$ cat config.mk
export PLATFORM = sky130hd
export DESIGN_NAME = osd_update_sched
export DESIGN_NICKNAME = d
export VERILOG_FILES = /design/src/rtl/osd_pkg.sv /design/src/rtl/osd_wr_fifo.sv /design/src/rtl/osd_update_sched.sv
export SDC_FILE = /design/constraint.sdc
export NUM_CORES = 1
export LEC_CHECK = 0
export CAP_MARGIN = 5
export CORE_MARGIN = 2
export CORE_UTILIZATION = 35
export CTS_CLUSTER_SIZE = 8
export DETAILED_ROUTE_END_ITERATION = 7
export GPL_ROUTABILITY_DRIVEN = 0
export PLACE_DENSITY = 0.63
export SLEW_MARGIN = 25
export SYNTH_ARGS = -nofsm -noshare
export SYNTH_HDL_FRONTEND = slang
export SYNTH_SLANG_ARGS = --single-unit
$ cat constraint.sdc
create_clock -name vclk -period 3.7 [get_ports vclk]
set_input_delay 0.74 -clock vclk [delete_from_list [all_inputs] [get_ports vclk]]
set_output_delay 0.74 -clock vclk [all_outputs]
set_load 0.01 [all_outputs]
$ cat src/rtl/osd_pkg.sv
// Shared types for the OSD write scheduler: write payload, FSM states and fixed addresses.
package osd_pkg;

    typedef struct packed {
        logic [3:0]  addr;
        logic [31:0] data;
        logic [3:0]  be;
    } osd_wr_t;

    typedef enum logic [1:0] {IDLE, DRAIN, HOLD} sched_state_t;

    localparam logic [3:0] OSD_CFG_ADDR = 4'h0;

endpackage

$ cat src/rtl/osd_wr_fifo.sv
// First-word-fall-through FIFO of OSD writes with registered count/full/empty.
module osd_wr_fifo
    import osd_pkg::*;
#(
    parameter int DEPTH = 4,
    parameter int CW    = $clog2(DEPTH) + 1
) (
    input  logic          vclk,
    input  logic          rst_i,
    input  logic          push,
    input  osd_wr_t       push_data,
    input  logic          pop,
    output osd_wr_t       pop_data,
    output logic          full,
    output logic          empty,
    output logic [CW-1:0] count
);
    localparam int AW = $clog2(DEPTH);

    osd_wr_t         mem [DEPTH];
    logic [AW-1:0]   wr_ptr_reg, rd_ptr_reg;
    logic [CW-1:0]   count_reg, count_next;
    logic            full_reg, empty_reg;
    logic            push_ok, pop_ok;

    // Full is taken from the registered occupancy, so a same-cycle pop never frees a slot early.
    assign push_ok    = push && !full_reg;
    assign pop_ok     = pop && !empty_reg;
    assign count_next = count_reg + CW'(push_ok) - CW'(pop_ok);

    always_ff @(posedge vclk) begin
        if (push_ok)
            mem[wr_ptr_reg] <= push_data;
    end

    always_ff @(posedge vclk or posedge rst_i) begin
        if (rst_i) begin
            wr_ptr_reg <= '0;
            rd_ptr_reg <= '0;
            count_reg  <= '0;
            full_reg   <= 1'b0;
            empty_reg  <= 1'b1;
        end else begin
            if (push_ok)
                wr_ptr_reg <= wr_ptr_reg + 1'b1;
            if (pop_ok)
                rd_ptr_reg <= rd_ptr_reg + 1'b1;
            count_reg <= count_next;
            full_reg  <= (count_next == CW'(DEPTH));
            empty_reg <= (count_next == '0);
        end
    end

    assign pop_data = mem[rd_ptr_reg];
    assign full     = full_reg;
    assign empty    = empty_reg;
    assign count    = count_reg;

endmodule

$ cat src/rtl/osd_update_sched.sv
// Vblank-synchronous OSD register write scheduler with per-blank write budget.
// Optional alert requester and round-robin arbiter enabled by OSD_SCHED_ALERT_EN.
module osd_update_sched
    import osd_pkg::*;
#(
    parameter int FIFO_DEPTH       = 4,
    parameter int MAX_WR_PER_BLANK = 16
) (
    input  logic        vclk,
    input  logic        rst_i,
    input  logic        vblank,
    input  logic        host_valid,
    output logic        host_ready,
    input  logic [3:0]  host_addr,
    input  logic [31:0] host_data,
    input  logic [3:0]  host_be,
    input  logic        alert_valid,
    output logic        alert_ready,
    input  logic [3:0]  alert_addr,
    input  logic [31:0] alert_data,
    input  logic [3:0]  alert_be,
    output logic        osd_wr,
    output logic [3:0]  osd_wr_addr,
    output logic [31:0] osd_wr_data,
    output logic [3:0]  osd_wr_be,
    output logic        sched_busy
);
    localparam int CW = $clog2(FIFO_DEPTH) + 1;

    sched_state_t  state_reg, state_next;
    logic [7:0]    budget_reg, budget_next;
    logic          vblank_q_reg, armed_reg;
    logic          osd_wr_reg, busy_reg, busy_next;
    osd_wr_t       out_reg, host_wr, fifo_head, alert_slot, sel_wr;
    logic          fifo_full, fifo_empty, host_push;
    logic [CW-1:0] fifo_count, fifo_count_next;
    logic          grant, grant_alert, grant_host, pick_alert;
    logic          alert_pending, alert_pending_next;

    assign host_wr    = {host_addr, host_data, host_be};
    assign host_ready = !fifo_full;
    assign host_push  = host_valid && !fifo_full;

    osd_wr_fifo #(.DEPTH(FIFO_DEPTH), .CW(CW)) u_fifo (
        .vclk      (vclk),
        .rst_i     (rst_i),
        .push      (host_push),
        .push_data (host_wr),
        .pop       (grant_host),
        .pop_data  (fifo_head),
        .full      (fifo_full),
        .empty     (fifo_empty),
        .count     (fifo_count)
    );

`ifdef OSD_SCHED_ALERT_EN
    logic    alert_pending_reg, last_alert_reg, alert_push;
    osd_wr_t alert_slot_reg;

    assign alert_push = alert_valid && !alert_pending_reg;

    always_ff @(posedge vclk or posedge rst_i) begin
        if (rst_i) begin
            alert_pending_reg <= 1'b0;
            alert_slot_reg    <= '0;
            last_alert_reg    <= 1'b0;
        end else begin
            if (alert_push) begin
                alert_pending_reg <= 1'b1;
                alert_slot_reg    <= {alert_addr, alert_data, alert_be};
            end else if (grant_alert) begin
                alert_pending_reg <= 1'b0;
            end
            if (grant)
                last_alert_reg <= grant_alert;
        end
    end

    // Alert wins when it is the only source or when host had the last grant.
    assign pick_alert         = alert_pending_reg && (fifo_empty || !last_alert_reg);
    assign alert_pending      = alert_pending_reg;
    assign alert_pending_next = alert_push || (alert_pending_reg && !grant_alert);
    assign alert_slot         = alert_slot_reg;
    assign alert_ready        = !alert_pending_reg;
`else
    logic unused_alert;
    assign unused_alert       = ^{alert_valid, alert_addr, alert_data, alert_be};
    assign pick_alert         = 1'b0;
    assign alert_pending      = 1'b0;
    assign alert_pending_next = 1'b0;
    assign alert_slot         = '0;
    assign alert_ready        = 1'b0;
`endif

    always_comb begin
        state_next  = state_reg;
        budget_next = budget_reg;
        grant       = 1'b0;
        grant_alert = 1'b0;
        case (state_reg)
            IDLE: begin
                if (vblank && !vblank_q_reg && armed_reg) begin
                    state_next  = DRAIN;
                    budget_next = '0;
                end
            end
            DRAIN: begin
                if (!vblank) begin
                    state_next = IDLE;
                end else if (!fifo_empty || alert_pending) begin
                    grant       = 1'b1;
                    grant_alert = pick_alert;
                    if (budget_reg == 8'(MAX_WR_PER_BLANK - 1))
                        state_next = HOLD;
                    else
                        budget_next = budget_reg + 8'd1;
                end
            end
            HOLD: begin
                if (!vblank)
                    state_next = IDLE;
            end
            default: state_next = IDLE;
        endcase
    end

    assign grant_host      = grant && !grant_alert;
    assign sel_wr          = grant_alert ? alert_slot : fifo_head;
    assign fifo_count_next = fifo_count + CW'(host_push) - CW'(grant_host);
    assign busy_next       = (fifo_count_next != '0) || alert_pending_next;

    // armed_reg blocks a false edge when vblank is already high as reset releases.
    always_ff @(posedge vclk or posedge rst_i) begin
        if (rst_i) begin
            state_reg    <= IDLE;
            budget_reg   <= '0;
            vblank_q_reg <= 1'b0;
            armed_reg    <= 1'b0;
            osd_wr_reg   <= 1'b0;
            out_reg      <= '0;
            busy_reg     <= 1'b0;
        end else begin
            state_reg    <= state_next;
            budget_reg   <= budget_next;
            vblank_q_reg <= vblank;
            armed_reg    <= armed_reg || !vblank;
            osd_wr_reg   <= grant;
            busy_reg     <= busy_next;
            if (grant)
                out_reg <= sel_wr;
        end
    end

    assign osd_wr      = osd_wr_reg;
    assign osd_wr_addr = out_reg.addr;
    assign osd_wr_data = out_reg.data;
    assign osd_wr_be   = out_reg.be;
    assign sched_busy  = busy_reg;

endmodule
-- After elaboration in Yosys (flattened, before gate mapping)
Memories as Yosys holds them, arrays and structs flattened. A register that Yosys moved wholly into a read port is not among the register bits.
Cells that the tools add are included.
- register bits after elaboration: 23
- RAM bits: 160
- input port bits: 85
- output and inout bits: 44
- logic and storage cells: 62
- memories: 1
- memories (memory ; depth ; bits a word ; rd ports ; clocked after Yosys merged registers in ; write ports ; line ; source):
    u_fifo.mem ; 4 ; 40 ; 1 ; 1 ; 1 ; osd_wr_fifo.sv:20 ; osd_wr_t mem [DEPTH];
- add/sub/neg operators: 7
- equality and inequality tests: 11
- mux-type cells: 16
- reductions and logical operators: 16
- operator list (kind ; number):
    2-to-1 mux 8 bit ; 4
    one-hot mux 8 bit (2 select lines) ; 1
    2-to-1 mux 2 bit ; 5
    != test 2 bit, second input constant ; 5
    adder 8 x 1 -> 8 bit, second input constant ; 1
    equality test 8 x 4 -> 1 bit, second input constant ; 1
    adder 3 x 1 -> 3 bit ; 2
    != test 3 bit, second input constant ; 2
    one-hot mux 2 bit (3 select lines) ; 1
    subtractor 3 x 1 -> 3 bit ; 2
    logical AND 1 bit ; 5
    2-to-1 mux 1 bit ; 5
    AND reduction 5 bit ; 1
    adder 2 x 1 -> 2 bit, second input constant ; 2
    zero test 1 bit ; 4
    AND reduction 4 bit ; 1
    equality test 3 bit, second input constant ; 1
    zero test 3 bit ; 1
    nonzero test 3 bit ; 1
    equality test 2 x 1 -> 1 bit, second input constant ; 1
    equality test 2 bit, second input constant ; 1
    zero test 2 bit ; 1
    nonzero test 2 bit ; 1
    logical OR 1 bit ; 1

-- Logic depth before layout (Yosys ltp)
Gate-level depths: netlist of run 1.
- depth in word-level cells: 6
- mapped depth: 9
- depth with buffers taken out: 7

-- Cells and area by module
A second synthesis of run 1 with hierarchy kept.
- cell total of the unflattened synthesis: 409
- area total of the unflattened synthesis: 8585.7 um^2
- by module, submodules not included (module ; instances ; cells an instance ; area an instance (um^2) ; seq. area each (um^2)):
    osd_wr_fifo ; 1 ; 247 ; 6294.8 ; 5031.1
    osd_update_sched ; 1 ; 162 ; 2290.9 ; 1351.3

-- Worst setup path after synthesis of run 1
No wires, ideal clock.
- kind: input -> register
- start point: input vblank
- end point: register busy_reg, in the netlist sched_busy
- library setup time: 131 ps
- arrival: 2536 ps
- required time: 3569 ps
- setup slack: 1033 ps
- stages on the path: 9
- buffers on the path: 2
- cell sequence: and4bb_1 buf_2 buf_2 ha_1 inv_1 ha_1 fa_1 xnor2_1 or3_1
- longest elaborated chain between the ends: 4
- RTL lines (item ; line ; source):
    start, declared ; osd_update_sched.sv:11 ; input logic vblank,
    2-to-1 mux 1 bit ; osd_update_sched.sv:108 ; if (!vblank) begin
    2-to-1 mux 1 bit ; osd_update_sched.sv:100 ; case (state_reg)
    named net grant ; osd_update_sched.sv:37 ; logic grant, grant_alert, grant_host, pick_alert;
    subtractor 3 x 1 -> 3 bit ; osd_update_sched.sv:129 ; assign fifo_count_next = fifo_count + CW'(host_push) - CW'(grant_host);
    nonzero test 3 bit ; osd_update_sched.sv:130 ; assign busy_next = (fifo_count_next != '0) || alert_pending_next;
    named net busy_next ; osd_update_sched.sv:33 ; logic osd_wr_reg, busy_reg, busy_next;
    end signal, assigned ; osd_update_sched.sv:148 ; busy_reg <= busy_next;
    end, declared ; osd_update_sched.sv:33 ;
The timed path passes the listed nets, and every way through them passes these cells.
A chain may end at the register's enable or synchronous reset.

-- Final worst setup path of run 1
- start point: input vblank
- end point: register u_fifo.full_reg, in the netlist u_fifo.full
- longest elaborated chain between the ends: 5
- RTL lines (item ; line ; source):
    2-to-1 mux 1 bit ; osd_update_sched.sv:108 ;
    2-to-1 mux 1 bit ; osd_update_sched.sv:100 ;
    logical AND 1 bit ; osd_wr_fifo.sv:28 ; assign pop_ok = pop && !empty_reg;
    named net u_fifo.pop_ok ; osd_wr_fifo.sv:24 ; logic push_ok, pop_ok;
    subtractor 3 x 1 -> 3 bit ; osd_wr_fifo.sv:29 ; assign count_next = count_reg + CW'(push_ok) - CW'(pop_ok);
    named net u_fifo.count_next[2] ; osd_wr_fifo.sv:22 ; logic [CW-1:0] count_reg, count_next;
    equality test 3 bit ; osd_wr_fifo.sv:49 ; full_reg <= (count_next == CW'(DEPTH));
    end signal, assigned ; osd_wr_fifo.sv:49 ;
    end, declared ; osd_wr_fifo.sv:23 ; logic full_reg, empty_reg;
The timed path passes the listed nets, and every way through them passes these cells.

==> impl_metrics.env, run 1 <==
export IMPL_outcome="finished clean"
export IMPL_core_area_mm2=0.0235
export IMPL_timing_rr_start="u_fifo.empty"
export IMPL_via_per_inst=4.80
export IMPL_clkLatencyLatePin_ps=540
export IMPL_synth_cells=408
export IMPL_yosysTopAreaCellShare_pct=57.0
export IMPL_ys_types=42
export IMPL_firstDrtPassIters=4
export IMPL_io_buffers=86
export IMPL_worst_slack_ps=1150
export IMPL_startpoint="vblank"
export IMPL_clock_fmax_mhz=393
export IMPL_powerDensity_mw_per_mm2=786
export IMPL_avgSynthCellArea_um2=20.7
export IMPL_cts_buffer_depth=3
export IMPL_grt_pass1_wl_um=26200
export IMPL_multi_input_area_mm2=0.00192
export IMPL_rsz0062_at_grt="no"
export IMPL_cts_hold_buf=0
export IMPL_place_ws_ps=676
export IMPL_path_cells="clkdlybuf4s50_1 > nor4bb_1 > ha_1 > inv_1 > ha_1 > fa_1 > xnor2_1 > nor3b_1"
export IMPL_path_max_fanout=7
export IMPL_min_path_type="flop to flop"
export IMPL_cts_setup_buffers=0
export IMPL_grt_overflow=0
export IMPL_syn_to_final_growth_pct=25.7
export IMPL_die_h_um=159
export IMPL_clock_sinks=223
export IMPL_yosysSeqAreaShare_pct=75.7
export IMPL_ios=129
export IMPL_ff_latch_area_mm2=0.00639
export IMPL_min_period_ps=2550
export IMPL_synthTopCellsByArea="edfxtp_1 (57%), dfrtp_1 (18%), mux4_2 (11%), mux2_2 (5.3%), ha_1 (1.3%)"
export IMPL_rows=56
export IMPL_max_cap_violations=0
export IMPL_max_slew_worst_pin_slew_ps=917
export IMPL_wl_um=16300
export IMPL_drive_above_1_share_pct=24.0
export IMPL_dieArea_mm2=0.0253
export IMPL_synth_top_area_cell="edfxtp_1"
export IMPL_largest_reg_flops=160
export IMPL_grt_max_degree=47
export IMPL_postCtsResizedCells=0
export IMPL_reg2reg_slack_ps=1430
export IMPL_antenna_cells=0
export IMPL_routed_via_count=4133
export IMPL_slew_headroom_pct=38.9
export IMPL_finish_utilization_pct=45.0
export IMPL_yosysWarnings=0
export IMPL_final_nets=613
export IMPL_clkTransAtPathRegs_ps=50
export IMPL_post_drt_wl_per_cell_um=18.9
export IMPL_tns_ps=0
export IMPL_n_fill_cell=2070
export IMPL_final_setup_viol_count=0
export IMPL_cts_htree_levels=1
export IMPL_cts_buffers_inserted=31
export IMPL_finClkSkew_ps=14.9
export IMPL_drc_errors=0
export IMPL_ir_drop_uv=362
export IMPL_synth_nets=504
export IMPL_crit_path_max_incr_delay_ps=600
export IMPL_final_antenna_net_count=0
export IMPL_rr_endpoint="sched_busy"
export IMPL_min_period_over_period_pct=68.8
export IMPL_crit_slowest_cell="clkdlybuf4s50_1"
export IMPL_drtIter0Drc=152
export IMPL_finalHoldViolCount=0
export IMPL_p_leak_uw=0.00371
export IMPL_start_util_pct=35.8
export IMPL_crit_path_start_kind="input pin"
export IMPL_critPathRequiredTime_ps=4130
export IMPL_synth_area_mm2=0.00843
export IMPL_dp_final_hpwl_um=9100
export IMPL_cts_root_buffer_cell="clkbuf_16"
export IMPL_finalMaxSlewViolations=0
export IMPL_worstSetupEndpoint="u_fifo.full"
export IMPL_die_w_um=159
export IMPL_reg2regPathDepth=7
export IMPL_cts_tree="built"
export IMPL_grt_pass1_vias=4596
export IMPL_antenna_found_initial=0
export IMPL_critical_path_class="input pin to flop"
export IMPL_worstSetupEndpointType="flop"
export IMPL_crit_top_cell="ha_1"
export IMPL_track_usage_pct=13.1
export IMPL_worstPathArrival_ps=2970
export IMPL_synth_seq_cells=223
==> worst max-delay path: cells and delay by family <==
family	cells	cell delay, ps
buffers and inverters	2	640
XOR/XNOR	1	290
AND/OR/NAND/NOR	2	510
adder cells (fa/ha/maj)	3	790
==> metrics by stage <==
| step | area, µm² | power, µW | hold slack [ps] | std cells |
|---|---|---|---|---|
| after detailed placement | 9720 | 5880 | 462 | 803 |
| final | 10600 | 8330 | 479 | 861 |
| after CTS | 10600 | 8490 | 479 | 861 |
| after global placement | 9720 | 5820 | 455 | 803 |
| after floorplan | 8430 | 4920 | 435 | 408 |
| after global routing | 10600 | 8790 | 488 | 861 |
==> cell usage after synthesis (all sizes together) <==
master / count
edfxtp: 160
dfrtp: 62
mux2: 40
mux4: 40
buf: 15
inv: 10
ha: 9
nand2: 7
nand3: 7
and2: 5
o21ai: 5
clkbuf: 4
xnor2: 4
and3: 3
nor2b: 3
nor3: 3
xor2: 3
a21oi: 2
a31oi: 2
fa: 2
mux2i: 2
nand2b: 2
nor2: 2
a211o: 1
a21bo: 1
and4: 1
and4bb: 1
conb: 1
dfstp: 1
nand4: 1
nor3b: 1
nor4: 1
nor4b: 1
nor4bb: 1
o21a: 1
o2bb2ai: 1
o41ai: 1
or3: 1
or4: 1
==> cells by family after synthesis <==
logic type / Yosys count / share of synthesized area, %
and+or+nand+nor: 41 / 2.83
DFF: 223 / 75.7
adders and majority gates: 11 / 1.81
buffers and inverters: 29 / 1.53
other: 1 / 0.0445
AOI/OAI and AO/OA: 14 / 1.08
muxes: 82 / 16.3
xor gates and xnor gates: 7 / 0.727
==> layer usage <==
metal | vias up | part of all wire (%) | track usage [%]
met5 | - | 0 | 0
met3 | 26 | 5.3 | 3.18
li1 | 1841 | - | -
met4 | 0 | 1.5 | 3.76
met1 | 2169 | 42 | 16.4
met2 | 97 | 51 | 22.7
==> area by class of cell <==
| type | instances | share of cell area, % |
|---|---|---|
| Timing Repair Buffer | 95 | 9.11 |
| Sequential cell | 223 | 60.3 |
| Tap cell | 319 | 3.77 |
| Clock inverter | 1 | 0.0826 |
| Multi-Input combinational cell | 156 | 18.2 |
| Inverter | 10 | 0.366 |
| Clock buffer | 57 | 8.24 |
==> worst min-delay path by stage <==
stage | slack, ps | start | to | cells past startpoint
2_1_floorplan | 430 | armed_reg | armed_reg | 1
3_3_place_gp | 450 | armed_reg | armed_reg | 1
3_5_place_dp | 460 | armed_reg | armed_reg | 1
4_1_cts | 480 | armed_reg | armed_reg | 1
5_1_grt | 490 | armed_reg | armed_reg | 1
6_report | 480 | armed_reg | armed_reg | 1
==> cell usage in the layout (no fill, tap or decap), drive strengths merged, types with 7 or more instances in the layout <==
cell type,Yosys,final
clkbuf,4,57
dfrtp,62,62
inv,10,10
mux2,40,40
ha,9,9
nand2,7,7
edfxtp,160,160
buf,15,9
nand3,7,7
clkdlybuf4s50,0,86
mux4,40,40
==> report_power, final <==
group / switching (µW) / leakage [µW] / total (µW) / internal, µW
sequential: 470 / 0.00222 / 3810 / 3340
clock: 977 / 0.000417 / 2540 / 1560
combinational: 767 / 0.00107 / 1980 / 1210
(Power assumes the default switching activity.)
==> run 2, diff against run 1 <==
--- a/config.mk
+++ b/config.mk
@@ -11,7 +11,7 @@
 export CTS_CLUSTER_SIZE = 8
 export DETAILED_ROUTE_END_ITERATION = 7
 export GPL_ROUTABILITY_DRIVEN = 0
-export PLACE_DENSITY = 0.63
+export PLACE_DENSITY = 0.65
 export SLEW_MARGIN = 25
 export SYNTH_ARGS = -nofsm -noshare
 export SYNTH_HDL_FRONTEND = slang
==> constraint.sdc (replaced) <==
create_clock -name vclk -period 2.3 [get_ports vclk]
set_input_delay 0.46 -clock vclk [delete_from_list [all_inputs] [get_ports vclk]]
set_output_delay 0.46 -clock vclk [all_outputs]
set_load 0.01 [all_outputs]
==> run 2 against run 1 <==
Against the previous run: first-iteration DRC count rose by 20%; power rose by 63%; utilization rose by 0.94 points; wire length fell by 0.41%; largest power group unchanged; via count rose by 0.99%; hold slack got worse by 150 ps; clock skew fell by 2.8 ps; clock power rose by 59%; sequential share of layout area fell by 1.2 points.
==> impl_metrics.env, run 2 (synthesized netlist as in run 1, its figures left out) <==
export IMPL_drive_above_1_share_pct=26.2
export IMPL_clkTransAtPathRegs_ps=50
export IMPL_post_drt_wl_per_cell_um=18.5
export IMPL_clock_fmax_mhz=477
export IMPL_instances_no_fill=873
export IMPL_drtIter0Drc=183
export IMPL_clkLatencyLatePin_ps=530
export IMPL_ir_drop_uv=670
export IMPL_fin_area_mm2=0.0108
export IMPL_worstPathArrival_ps=2500
export IMPL_min_period_over_period_pct=91.2
export IMPL_drc_errors=0
export IMPL_max_cap_violations=0
export IMPL_final_antenna_net_count=0
export IMPL_dp_final_hpwl_um=9570
export IMPL_firstDrtPassIters=4
export IMPL_wl_um=16200
export IMPL_track_usage_pct=12.8
export IMPL_rsz0062_at_grt="no"
export IMPL_placed_area_mm2=0.00995
export IMPL_die_w_um=159
export IMPL_syn_to_final_growth_pct=28.3
export IMPL_core_area_mm2=0.0235
export IMPL_holdWs_ps=332
export IMPL_via_per_inst=4.78
export IMPL_critPathRequiredTime_ps=2700
export IMPL_antenna_found_initial=0
export IMPL_layout_commonest_cell="edfxtp_1"
export IMPL_postCtsResizedCells=0
export IMPL_final_setup_viol_count=0
export IMPL_cts_hold_buf=0
export IMPL_min_period_ps=2100
export IMPL_routed_via_count=4174
export IMPL_ios=129
export IMPL_dp_cells=816
export IMPL_worst_slack_ps=202
export IMPL_finalMaxSlewViolations=0
export IMPL_place_ws_ps=-243
export IMPL_min_path_type="input pin to asynchronous set/reset pin"
export IMPL_cts_root_buffer_cell="clkbuf_16"
export IMPL_cts_setup_buffers=0
export IMPL_powerDensity_mw_per_mm2=1260
export IMPL_antenna_cells=0
export IMPL_grt_pass1_vias=4532
export IMPL_clock_sinks=223
export IMPL_critical_path_class="flop to flop"
export IMPL_cts_htree_levels=1
export IMPL_die_h_um=159
export IMPL_final_nets=626
export IMPL_grt_pass1_wl_um=25600
export IMPL_grt_max_degree=64
export IMPL_io_buffers=86
export IMPL_cts_tree="built"
export IMPL_cts_buffer_depth=3
export IMPL_start_util_pct=35.8
export IMPL_largest_reg_flops=160
export IMPL_worstSetupEndpointType="flop"
export IMPL_grt_overflow=0
export IMPL_dieArea_mm2=0.0253
export IMPL_crit_path_start_kind="flop"
export IMPL_rows=56
export IMPL_finalHoldViolCount=0
export IMPL_cts_buffers_inserted=31
export IMPL_most_common_layout_cells="edfxtp_1 (160), clkdlybuf4s50_1 (86), dfrtp_1 (60)"
export IMPL_finClkSkew_ps=12.1
export IMPL_tns_ps=0
export IMPL_outcome="finished clean"
export IMPL_n_fill_cell=2064
export IMPL_path_max_fanout=4
export IMPL_p_leak_uw=0.00380
## run 2: changes by cell type in the layout (fill, tap and decap cells not counted), sizes merged
cell  before  now
inv       10    9
buf        9   22
## run 2: report_power, final
group	internal (µW)	switching (µW)
registers	5370	438
logic	2170	1590
clock network	2500	1520
total	10000	3550
## run 2: path summary, 6_finish.rpt
kind / start / endpoint / slack, ps / cells after the start
max: u_fifo.empty / sched_busy / 200 / 7
min: rst_i / osd_wr_data[29] / 330 / 3
max reg2reg: u_fifo.empty / sched_busy / 200 / 7
min reg2reg: armed_reg / armed_reg / 480 / 1
max in group asynchronous: rst_i / u_fifo.empty / 1620 / 3
min in group vclk: armed_reg / armed_reg / 480 / 1
## run 2: cell type report
type	instances	area, µm²	area share, %
clock buffer	57	873	8.07
tap	319	399	3.69
multi-input combinational	156	1950	18.0
timing repair buffer	108	1180	10.9
sequential	223	6390	59.0
inverter	10	38.8	0.358
## run 2: metal layers
layer	global-route usage, %	part of all wire, %
met3	3.00	5.6
met4	2.93	1.5
met2	22.9	52
met5	0	0
met1	15.9	41
## run 2: through the flow
step           power (µW)  util, %
5_1_grt             14300     46.0
4_1_cts             13800     46.0
3_3_place_gp         9610     42.3
6_report            13600     46.0
2_1_floorplan        7930        -
3_5_place_dp         9720     42.3
## run 2: critical path, cell delays in order (launching register included)
cell	delay, ps
dfstp_2	560
and4bb_4	210
ha_4	250
inv_1	30
ha_2	160
fa_2	330
xnor2_1	120
or3_1	300
==> run 3, diff against run 2 <==
--- a/config.mk
+++ b/config.mk
@@ -11,7 +11,7 @@
 export CTS_CLUSTER_SIZE = 8
 export DETAILED_ROUTE_END_ITERATION = 7
 export GPL_ROUTABILITY_DRIVEN = 0
-export PLACE_DENSITY = 0.65
+export PLACE_DENSITY = 0.69
 export SLEW_MARGIN = 25
 export SYNTH_ARGS = -nofsm -noshare
 export SYNTH_HDL_FRONTEND = slang
==> run 3 against run 2 <==
Against the previous run: combinational power about the same; final cell count decreased by 0.11%; critical endpoint is now budget_reg[6]; first-iteration DRC count increased by 16%; clock power about the same; global-route usage increased by 0.22 points; cell area decreased by 0.18%; utilization decreased by 0.085 points; highest routed layer unchanged; fmax decreased by 4.2%.
==> impl_metrics.env, run 3 (synthesized netlist as in run 1, its figures left out) <==
export IMPL_min_path_type="input pin to asynchronous set/reset pin"
export IMPL_cts_hold_buf=0
export IMPL_critPathRequiredTime_ps=2750
export IMPL_ios=129
export IMPL_syn_to_final_growth_pct=28.1
export IMPL_critical_path_class="flop to flop"
export IMPL_n_fill_cell=2018
export IMPL_finalMaxSlewViolations=0
export IMPL_path_buf_inv=1
export IMPL_p_total_uw=13600
export IMPL_crit_slowest_cell="or4_1"
export IMPL_cts_tree="built"
export IMPL_placed_area_mm2=0.00993
export IMPL_track_usage_pct=13.0
export IMPL_clock_sinks=223
export IMPL_dieArea_mm2=0.0253
export IMPL_grt_max_degree=37
export IMPL_io_buffers=86
export IMPL_min_period_ps=2190
export IMPL_dp_final_hpwl_um=10000
export IMPL_grt_pass1_wl_um=26000
export IMPL_layout_commonest_cell="edfxtp_1"
export IMPL_clkTransAtPathRegs_ps=50
export IMPL_finish_utilization_pct=45.9
export IMPL_rsz0062_at_grt="no"
export IMPL_firstDrtPassIters=4
export IMPL_drc_errors=0
export IMPL_antenna_found_initial=0
export IMPL_ff_latch_area_mm2=0.00639
export IMPL_p_leak_uw=0.00379
export IMPL_cts_htree_levels=1
export IMPL_via_per_inst=4.81
export IMPL_die_h_um=159
export IMPL_cts_setup_buffers=0
export IMPL_antenna_cells=0
export IMPL_worst_slack_ps=110
export IMPL_worstPathArrival_ps=2640
export IMPL_max_cap_violations=0
export IMPL_drtIter0Drc=212
export IMPL_finClkSkew_ps=12.3
export IMPL_final_antenna_net_count=0
export IMPL_critical_path_top_delay_family="simple AND/OR/NAND/NOR gates"
export IMPL_post_drt_wl_per_cell_um=18.8
export IMPL_wl_um=16400
export IMPL_largest_reg_flops=160
export IMPL_core_area_mm2=0.0235
export IMPL_tns_ps=0
export IMPL_ir_drop_uv=677
export IMPL_powerDensity_mw_per_mm2=1260
export IMPL_finalHoldViolCount=0
export IMPL_place_ws_ps=-324
export IMPL_path_cells="and4bb_4 > buf_4 > a21bo_1 > or4_1 > mux2i_1"
export IMPL_outcome="finished clean"
export IMPL_most_common_layout_cells="edfxtp_1 (160), clkdlybuf4s50_1 (86), dfrtp_1 (60)"
export IMPL_die_w_um=159
export IMPL_cts_buffers_inserted=31
export IMPL_grt_pass1_vias=4799
export IMPL_cts_root_buffer_cell="clkbuf_16"
export IMPL_clock_fmax_mhz=457
export IMPL_postCtsResizedCells=0
export IMPL_drive_above_1_share_pct=26.0
export IMPL_cts_buffer_depth=3
export IMPL_clkLatencyLatePin_ps=530
export IMPL_start_util_pct=35.8
export IMPL_final_setup_viol_count=0
export IMPL_min_period_over_period_pct=95.2
export IMPL_rows=56
export IMPL_grt_overflow=0
export IMPL_final_nets=625
export IMPL_routed_via_count=4195
export IMPL_path_max_fanout=27
export IMPL_worstSetupEndpointType="flop"
export IMPL_fin_area_mm2=0.0108
export IMPL_crit_path_max_incr_delay_ps=510
export IMPL_crit_path_start_kind="flop"
export IMPL_multi_input_area_mm2=0.00195
run 3: routing by layer:
layer / wire length (µm) / GRT usage, %
met3: 881 / 3.15
met5: 0 / 0
met2: 8180 / 23.1
met4: 369 / 3.64
met1: 6930 / 16.0
run 3: area by class of cell:
| cell class | count | area share, % |
|---|---|---|
| flip-flops and latches | 223 | 59.1 |
| multi-input cells | 156 | 18.0 |
| clock buffers | 57 | 8.09 |
| well taps | 319 | 3.70 |
| inverters | 10 | 0.359 |
| repair buffers | 107 | 10.7 |
run 3: worst reg2reg max path: cells and delay by family, from the launching register on:
kind	cells	cell delay, ps
AND/OR/NAND/NOR	2	890
flip-flops	1	430
buffers and inverters	1	380
AO/OA/AOI/OAI	1	280
multiplexers	1	140
run 3: stage by stage:
stage                     hold WS (ps)  std cells
after floorplan                    435        408
after global placement             453        815
after detailed placement           487        815
after CTS                          243        872
after global routing               277        872
final                              249        872
run 3: report_power, final:
part | switching, µW | internal [µW]
clock network | 1560 | 2500
logic | 1570 | 2170
registers | 476 | 5370
total | 3600 | 10000
run 3: final timing paths:
kind / startpoint / end / slack, ps / cells after the start
worst max register to register: state_reg[1] / budget_reg[6] / 110 / 5
worst max-delay path: state_reg[1] / budget_reg[6] / 110 / 5
max in group asynchronous: rst_i / osd_wr_data[9] / 1450 / 3
worst min-delay path: rst_i / osd_wr / 250 / 2
worst min register to register: armed_reg / armed_reg / 490 / 1
min in group vclk: armed_reg / armed_reg / 490 / 1
